**src/rtl/gol_readout.sv**
```systemverilog
// Snapshot-and-stream reader for the Game of Life grid: captures all cells and
// emits one row per beat, tagged with the generation number.
// The GOL_READOUT_POPCOUNT_EN macro adds the out_pop and total_pop outputs.
module gol_readout #(
  parameter int ROWS  = 10,
  parameter int COLS  = 10,
  parameter int GEN_W = 16,
  localparam int RW = (ROWS > 1) ? $clog2(ROWS) : 1,
  localparam int PW = $clog2(COLS + 1),
  localparam int TW = $clog2(ROWS * COLS + 1)
) (
  input  logic                 clk,
  input  logic                 rst,
  input  logic [ROWS*COLS-1:0] cells,
  input  logic                 gen_tick,
  input  logic                 snap_req,
  output logic                 out_valid,
  input  logic                 out_ready,
  output logic [COLS-1:0]      out_data,
  output logic [RW-1:0]        out_row,
  output logic                 out_last,
  output logic [GEN_W-1:0]     out_gen,
  output logic                 busy,
`ifdef GOL_READOUT_POPCOUNT_EN
  output logic                 overrun,
  output logic [PW-1:0]        out_pop,
  output logic [TW-1:0]        total_pop
`else
  output logic                 overrun
`endif
);

  typedef enum logic {IDLE, SEND} state_t;

  state_t                   state, state_nxt;
  logic [ROWS-1:0][COLS-1:0] shadow;
  logic [RW-1:0]            row;
  logic [GEN_W-1:0]         gen_count;
  logic                     hs, at_last;
  logic                     capture, advance, drop;

  assign out_valid = (state == SEND);
  assign busy      = out_valid;
  assign at_last   = (row == RW'(ROWS - 1));
  assign out_last  = out_valid && at_last;
  assign out_row   = row;
  assign out_data  = shadow[row];
  assign hs        = out_valid && out_ready;

  always_ff @(posedge clk) begin
    if (rst) state <= IDLE;
    else     state <= state_nxt;
  end

  always_comb begin
    state_nxt = state;
    capture   = 1'b0;
    advance   = 1'b0;
    drop      = 1'b0;
    case (state)
      IDLE: begin
        if (snap_req) begin
          capture   = 1'b1;
          state_nxt = SEND;
        end
      end
      SEND: begin
        if (hs && at_last) begin
          // a request landing on the final handshake restarts with no bubble
          if (snap_req) capture   = 1'b1;
          else          state_nxt = IDLE;
        end else begin
          advance = hs;
          drop    = snap_req;
        end
      end
      default: state_nxt = IDLE;
    endcase
  end

  always_ff @(posedge clk) begin
    if (rst) begin
      shadow    <= '0;
      row       <= '0;
      gen_count <= '0;
      out_gen   <= '0;
      overrun   <= 1'b0;
    end else begin
      if (gen_tick) gen_count <= gen_count + 1'b1;
      if (capture) begin
        shadow  <= cells;
        out_gen <= gen_count;
        row     <= '0;
        overrun <= 1'b0;
      end else if (advance) begin
        row <= row + 1'b1;
      end
      if (drop) overrun <= 1'b1;
    end
  end

`ifdef GOL_READOUT_POPCOUNT_EN
  always_comb begin
    out_pop = '0;
    for (int unsigned i = 0; i < COLS; i++) out_pop = out_pop + PW'(out_data[i]);
  end

  always_ff @(posedge clk) begin
    if (rst)          total_pop <= '0;
    else if (capture) total_pop <= '0;
    else if (hs)      total_pop <= total_pop + TW'(out_pop);
  end
`endif

endmodule

```
**config.mk**
```make
export PLATFORM = sky130hd
export DESIGN_NAME = gol_readout
export DESIGN_NICKNAME = d
export VERILOG_FILES = /design/src/rtl/gol_readout.sv
export SDC_FILE = /design/constraint.sdc
export NUM_CORES = 1
export LEC_CHECK = 0
export CELL_PAD_IN_SITES_DETAIL_PLACEMENT = 1
export CELL_PAD_IN_SITES_GLOBAL_PLACEMENT = 1
export CORE_ASPECT_RATIO = 1.75
export CORE_MARGIN = 2
export CORE_UTILIZATION = 41
export CTS_BUF_LIST = sky130_fd_sc_hd__clkbuf_8
export CTS_CLUSTER_DIAMETER = 80
export DETAILED_ROUTE_END_ITERATION = 10
export HOLD_SLACK_MARGIN = 0.1
export PLACE_DENSITY = 0.93
export SLEW_MARGIN = 20
export SYNTH_ARGS = -nofsm -noshare
export SYNTH_HDL_FRONTEND = slang
export SYNTH_SLANG_ARGS = --single-unit
```
**constraint.sdc**
```tcl
create_clock -name clk -period 3 [get_ports clk]
set_clock_uncertainty 0.1 [all_clocks]
set_input_delay 0.45 -clock clk [delete_from_list [all_inputs] [get_ports clk]]
set_output_delay 0.45 -clock clk [all_outputs]
set_load 0.02 [all_outputs]
```
==> run_results.csv, run 1 <==
group,metric,value,unit
placement,dpl-instance-area,7280,µm²
sta,period_needed,2.90,ns
synth,synth_seq_cells,138,
synth,postSynthAreaPerCell,8.34,µm²
synth,yosys.area_share.simple,19.9,%
cts,insertion_delay,0.47,ns
placement,dp.cells,973,
power_and_ir_drop,p_leak,2.73,nW
synth,yosysSeqAreaShare,47.5,%
synth,syn-instance-count,698,
power_and_ir_drop,p_seq_share,48.5,%
placement,place_ws,0.376,ns
cts,cts_buffer_depth,2,
finish,final_area,7680,µm²
sta,hold_violations,0,
cts,cts-htree-levels,4,
min_path,holdPathEnd,"shadow[97]",
finish,nets,923,
detailed_routing,wirelength,20600,µm
sta,rsz0062_at_grt,"no",
worst_setup_path,critical_path.cell_chain,"buf_4 > ha_1 > and4_1 > clkdlybuf4s50_1",
detailed_routing,first_pass_iters,4,
synth,synth-xor-area-share,2.26,%
die,core,13900,µm²
power_and_ir_drop,p_sw_share,27.9,%
synth,synth_top_family_by_area,"simple AND/OR/NAND/NOR gates",
synth,synthTopCellsByArea,"dfxtp_1 (47%), nand2_1 (15%), a21oi_1 (10%)",
power_and_ir_drop,p_int,2.95,mW
worst_setup_path,worst_setup_path_end_kind,"output pin",
synth,yosysMostFrequentCell,"nand2_1",
sta,relSlewSlack,50.8,%
cts,clkTransAtPathRegs,0.08,ns
synth,synth-compound-area-share,14.5,%
min_path,hp-class,"flip-flop to flip-flop",
worst_setup_path,path_class,"flip-flop to output pin",
min_path,hp-start,"shadow[97]",
detailed_routing,via_per_inst,5.53,
worst_setup_path,path_buf_inv,2,
finish,layoutNonFillerInstCount,1005,
die,start_util,41.9,%
finish,area_delta_synth_final,31.9,%
detailed_routing,ant_nets,0,
synth,synth_area,5820,µm²
power_and_ir_drop,power_density,532,nW/µm²
worst_setup_path,r2r_cells,7,
global_routing,grt_use_total,27.8,%
synth,synthMuxAreaShare,9.61,%
worst_setup_path,path_max_fanout,12,
detailed_routing,drc,0,
die,io_pins,139,
sta,drv_slew,0,
die,die_y,162,µm
synth,synth_common_cells,"nand2_1 (239), dfxtp_1 (138), a21oi_1 (119), mux2i_1 (21), nor2_1 (20)",
sta,setup_slack,0.0986,ns
worst_setup_path,timing.rr.end,"shadow[5]",
die,dieArea,15200,µm²
synth,yosys_warnings,0,
detailed_routing,post_drt_wl_per_cell,20.5,µm
sta,worstMarginPinSlew,0.738,ns
synth,synth_top_area_share,47.5,%
global_routing,antenna_found_initial,0,
finish,layout-drive-gt1-share,8.94,%
placement,place_hpwl,13900,µm
sta,setup_violations,0,
worst_setup_path,worstReg2RegStart,"out_row[0]",
placement,io_buffers,138,
global_routing,grt_max_degree,91,
power_and_ir_drop,pwr-share-clk,38.8,%
synth,syn_nets,806,
min_path,whs_path_depth,2,
finish,seq_area,2770,µm²
die,fp.dieW,94.1,µm
finish,multi_input_area,2740,µm²
synth,synth_edf_count,0,
worst_setup_path,critPathRequiredTime,2.45,ns
cts,cts_tree,"yes",
sta,fmax,0.345,GHz
power_and_ir_drop,vdd_drop_max,0.287,mV
power_and_ir_drop,switchingPower,1.14,mW
global_routing,grt_pass1_vias,5993,
power_and_ir_drop,pwr-share-comb,12.7,%
worst_setup_path,worst_ep_arrival_time,2.35,ns
worst_setup_path,r2r_setup_slack,0.65,ns
synth,synth_ff_type,"dfxtp_1",
worst_setup_path,start_kind,"flip-flop",
finish,nFillCells,1620,
cts,hold_buffers,0,
synth,synth_adder_area_share,0.645,%
synth,yosys.area.top_type,"dfxtp_1",
finish,n_antenna_cell,0,
worst_setup_path,cp_top_family,"buffers and inverters",
global_routing,grt-ovfl-total,0,
sta,tns,0,ns
synth,async_flop_share,0,%
global_routing,grt_pass1_wl,31800,µm
placement,place_congestion,0.886,
flow_run,maxCapViolations,0,
cts,cts.sink_count,138,
synth,synth_cell_types,35,
outcome,outcome,"finished clean",
cts,cts_made_buffers,17,
die,rows,57,
cts,root_buffer,"clkbuf_8",
sta,finalCritPeriodShare,96.7,%
detailed_routing,vias,5559,
worst_setup_path,worst_path_max_delay_cell,"clkdlybuf4s50_1",
worst_setup_path,max_stage_delay,0.61,ns
detailed_routing,drtIter0Drc,245,
==> worst max path at each step <==
| stage | startpoint | end | cells after the start |
|---|---|---|---|
| 2_1_floorplan | out_row[0] | out_data[0] | 5 |
| 3_3_place_gp | out_row[1] | out_data[2] | 5 |
| 3_5_place_dp | out_row[1] | out_data[3] | 5 |
| 4_1_cts | out_row[1] | out_data[5] | 5 |
| 5_1_grt | out_row[1] | out_last | 5 |
| 6_report | out_row[0] | out_last | 4 |
==> routing by layer <==
layer  vias up  track usage, %  part of all wire, %
met5         -               0                    0
met4         0            19.0                  7.2
met3        94            6.81                  5.0
met2       207            49.7                   53
met1      2672            27.6                   35
li1       2586               -                    -
==> cells in the final DEF (no fill, tap or decap), types with 4 or more instances in the layout <==
cell type / count
a21oi_1: 119
a31oi_1: 11
buf_12: 4
buf_4: 11
clkbuf_8: 18
clkdlybuf4s50_1: 127
clkinvlp_4: 4
dfxtp_1: 137
dlygate4sd2_1: 10
inv_1: 5
inv_6: 5
mux2_2: 11
mux2i_1: 21
mux4_2: 10
nand2_1: 239
nand3_1: 6
nor2_1: 20
nor3_1: 7
o21ai_0: 11
o221ai_1: 10
xnor2_1: 10
xor2_1: 5
==> worst reg2reg max path: stages (launching register included) <==
cell      delay (ns)
dfxtp_4         0.47
buf_4           0.20
ha_1            0.31
nand4b_4        0.18
a21boi_4        0.23
buf_12          0.34
nand2_1         0.22
a21oi_1         0.22
==> cells by family (layout without fill, tap and decap cells) <==
logic type	count (synthesis)	after routing
xor gates and xnor gates	15	15
buffers and inverters	59	189
DFF	138	138
muxes	42	42
AOI/OAI and AO/OA	155	155
and+or+nand+nor	286	286
adders and majority gates	3	3
==> through the flow <==
step           total power, mW  util [%]  hold WS [ns]
2_1_floorplan             2.27         -         0.333
3_3_place_gp              2.51      52.4         0.345
3_5_place_dp              2.53      52.4         0.349
4_1_cts                   4.10      55.2         0.365
5_1_grt                   4.24      55.2         0.378
6_report                  4.09      55.2         0.362
==> power groups by stage <==
| stage | clock [mW] | combinational [mW] | sequential, mW |
|---|---|---|---|
| 2_1_floorplan | 0 | 0.276 | 1.99 |
| 3_3_place_gp | 0 | 0.495 | 2.02 |
| 3_5_place_dp | 0 | 0.516 | 2.02 |
| 4_1_cts | 1.60 | 0.520 | 1.98 |
| 5_1_grt | 1.69 | 0.564 | 1.99 |
| 6_report | 1.58 | 0.521 | 1.98 |
==> registers in the layout, indices dropped and copies added (netlist names) <==
name / count
shadow: 100
gen_count: 16
out_gen: 16
out_row: 4
busy: 1
overrun: 1
==> timing repair <==
item,in CTS,in global routing
setup endpoints to repair,10,0
setup buffers,0,0
gates resized for setup,11,0
==> cell type report <==
cell class / count / area share (%)
Timing Repair Buffer: 152 / 19.8
Tap cell: 177 / 2.88
Sequential cell: 138 / 36.0
Multi-Input combinational cell: 501 / 35.7
Inverter: 5 / 0.244
Clock buffer: 18 / 3.23
Clock inverter: 14 / 2.12
Power figures use the tool's default switching activity.
==> run 2, diff against run 1 <==
ABC_CLOCK_PERIOD_IN_PS = 3000   (was not set)
==> results of run 2 <==
Same layout as run 1: the final DEF is identical, and so are final timing and power.
==> variant: new RTL, config.mk and constraints of run 1 <==
Build with the macro `GOL_READOUT_POPCOUNT_EN` defined.
--- a/src/rtl/gol_readout.sv
+++ b/src/rtl/gol_readout.sv
@@ -1,6 +1,8 @@
 // Snapshot-and-stream reader for the Game of Life grid: captures all cells and
 // emits one row per beat, tagged with the generation number.
 // The GOL_READOUT_POPCOUNT_EN macro adds the out_pop and total_pop outputs.
+`define GOL_READOUT_POPCOUNT_EN
+
 module gol_readout #(
   parameter int ROWS  = 10,
   parameter int COLS  = 10,
Function (old outputs only; new: out_pop and total_pop): kept (Yosys induction, for registers that start in step).
==> variant against run 1 <==
- the run now ends with negative setup slack left
- sequential cell count is 7 higher
- total power is 8.3% higher
- utilization is 2.3 points higher
- routed wire length is 12% higher
- setup slack worse by 2.1 ns
- area after synthesis is 9.2% higher
- critical path depth is 11 higher
- final area is 15% higher
- non-clock buffer count is 46 higher
==> variant: results (changes against run 1) <==
metric,value,unit,change
status,"complete, but fails checks",,
violations in the final reports,negative setup slack,,
Power Density,502.8,mW/mm^2,-5.5%
top flop regs,"shadow x100, gen_count x16, out_gen x16",,
fraction of registers with async set/reset,0,%,unchanged
PnR worst setup slack,-1.988,ns,-2.087 ns
post-DP HPWL,15590,microns,+12%
Synth Flop Type,dfxtp_1,,
post-synthesis cell type count,44,,+26%
Max clock buf depth,2,,unchanged
DR iter-0 viols,369,,+51%
clock latency on the worst-skew pair,0.45,ns,-0.02 ns
Post-Syn Nets,865,,+7.3%
"Warnings, synthesis",0,,unchanged
fmax,0.2005,GHz,-42%
Total Wirelength,23160,microns,+12%
Worst R2R End,total_pop[3],,
antenna violations before repair,0,,unchanged
count of final setup violators,15,,+15
Synth top cells by count,"nand2_1, dfxtp_1, a21oi_1",,
placer congestion estimate,0.8699,,-1.8%
Worst Path Arrival,5.25,ns,+2.90 ns
number of global-route vias before repair,6635,,+11%
sequential area share after synthesis,45.65,%,-1.8 points
Peak VDD IR,0.3365,mV,+17%
NumNets Final,1029,,+11%
fillcell total,1769,,+9.2%
Synth Area in Compound Gates,14.21,%,-0.30 points
share of layout cells above drive strength 1,15.54,%,+6.6 points
area of placed instances,0.008263,sq mm,+13%
R2R cell count,15,,+8
port bufs,149,,+8.0%
hold depth,2,,unchanged
Setup CP Type,flop to flop,,
first-pass GRT wire length,35310,microns,+11%
antenna fix cells,0,,unchanged
H-tree levels,4,,unchanged
worst-margin pin slew,0.5472,ns,-0.1906 ns
Adder-Cell Fraction of Synth Area,3.975,%,+3.3 points
mux contribution to synthesized area,9.229,%,-0.38 points
Hold WC Path Type,primary input to flop,,
ranking of synthesized cells by area,"dfxtp_1, nand2_1, a21oi_1",,
CTS Root Cell,clkbuf_8,,
Global Route Usage Sum,27.56,%,-0.29 points
vias per cell,5.563,,+0.58%
Leakage,3.239,nW,+19%
xor and xnor area share after synthesis,2.204,%,-0.053 points
largest net degree at the start of global routing,117,,+29%
DR pass1 iterations,5,,+1
crit path max fanout,7,,-5
"CTS clk-pin slew, worst paths",0.09,ns,
reg2reg start,out_row[0],,
CTS Buf Count,17,,unchanged
## variant: cell types whose count changed in the layout (fill, tap and decap cells not counted), sizes merged, moves of 7 or more
| cell | delta |
|---|---|
| buf | +42 |
| a22oi | +10 |
| a31oi | -10 |
| mux2i | -10 |
| mux4 | +10 |
| o221ai | -10 |
| mux2 | -9 |
| nor2 | +9 |
| dlygate4sd2 | -8 |
| clkdlybuf4s50 | +7 |
| dfxtp | +7 |
| fa | +7 |
## variant: worst min path at each step
stage | slack [ns] | startpoint | endpoint
global route | 0.33 | rst | shadow[91]
finish | 0.32 | rst | busy
global placement | 0.34 | shadow[74] | shadow[74]
detailed placement | 0.35 | shadow[66] | shadow[66]
CTS | 0.30 | rst | busy
floorplan | 0.33 | shadow[50] | shadow[50]
## variant: area by class of cell
class                   count  area share, %
flip-flops and latches    145          33.00
inverters                   7         0.2983
multi-input cells         539          37.51
repair buffers            198          22.28
clock inverters            14          1.620
well taps                 186          2.642
clock buffers              17          2.657
## variant: logic make-up after synthesis
kind of cell    Yosys count
xor+xnor                 16
mux                      33
fa+ha+maj                16
simple gates            309
flops                   145
buf+inv                  60
compound gates          165
## variant: timing repair
item	CTS	global route
gates resized for setup	56	25
endpoints found under the setup margin	20	20
pin swaps	8	8
buffers inserted	3	6
## variant: critical path: stages, from the launching register on
cell,delay [ns]
dfxtp_4,0.44
buf_12,0.14
mux4_2,0.52
a22oi_2,0.20
o21a_1,0.21
fa_1,0.47
inv_2,0.09
fa_1,0.42
fa_1,0.48
ha_2,0.20
fa_2,0.59
ha_4,0.22
a21o_1,0.18
a211oi_1,0.30
nor2_1,0.12
o21ba_2,0.20
## variant: per-stage QoR
stage / power (mW) / TNS (ns) / instances / worst slack (ns)
5_1_grt: 4.596 / -21.23 / 1106 / -2.093
6_report: 4.428 / -19.62 / 1106 / -1.988
2_1_floorplan: 2.522 / -16.19 / 744 / -1.884
3_5_place_dp: 2.885 / -17.96 / 1069 / -1.883
4_1_cts: 4.398 / -18.07 / 1102 / -1.818
3_3_place_gp: 2.845 / -16.30 / 1069 / -1.697
## variant: report_power, final
group	internal (mW)	switching [mW]	total, mW
Sequential	2.01	0.0670	2.08
Clock	0.731	0.785	1.52
Combinational	0.413	0.422	0.836
Total	3.15	1.27	4.43
## variant: metal layers
metal  vias up  wire length, microns  GRT usage [%]
met5         -                     0              0
met4         0                  1505          16.44
met3        97                   887          5.161
met2       223                 12650          51.61
met1      3002                  8114          27.85
li1       2831                     -              -
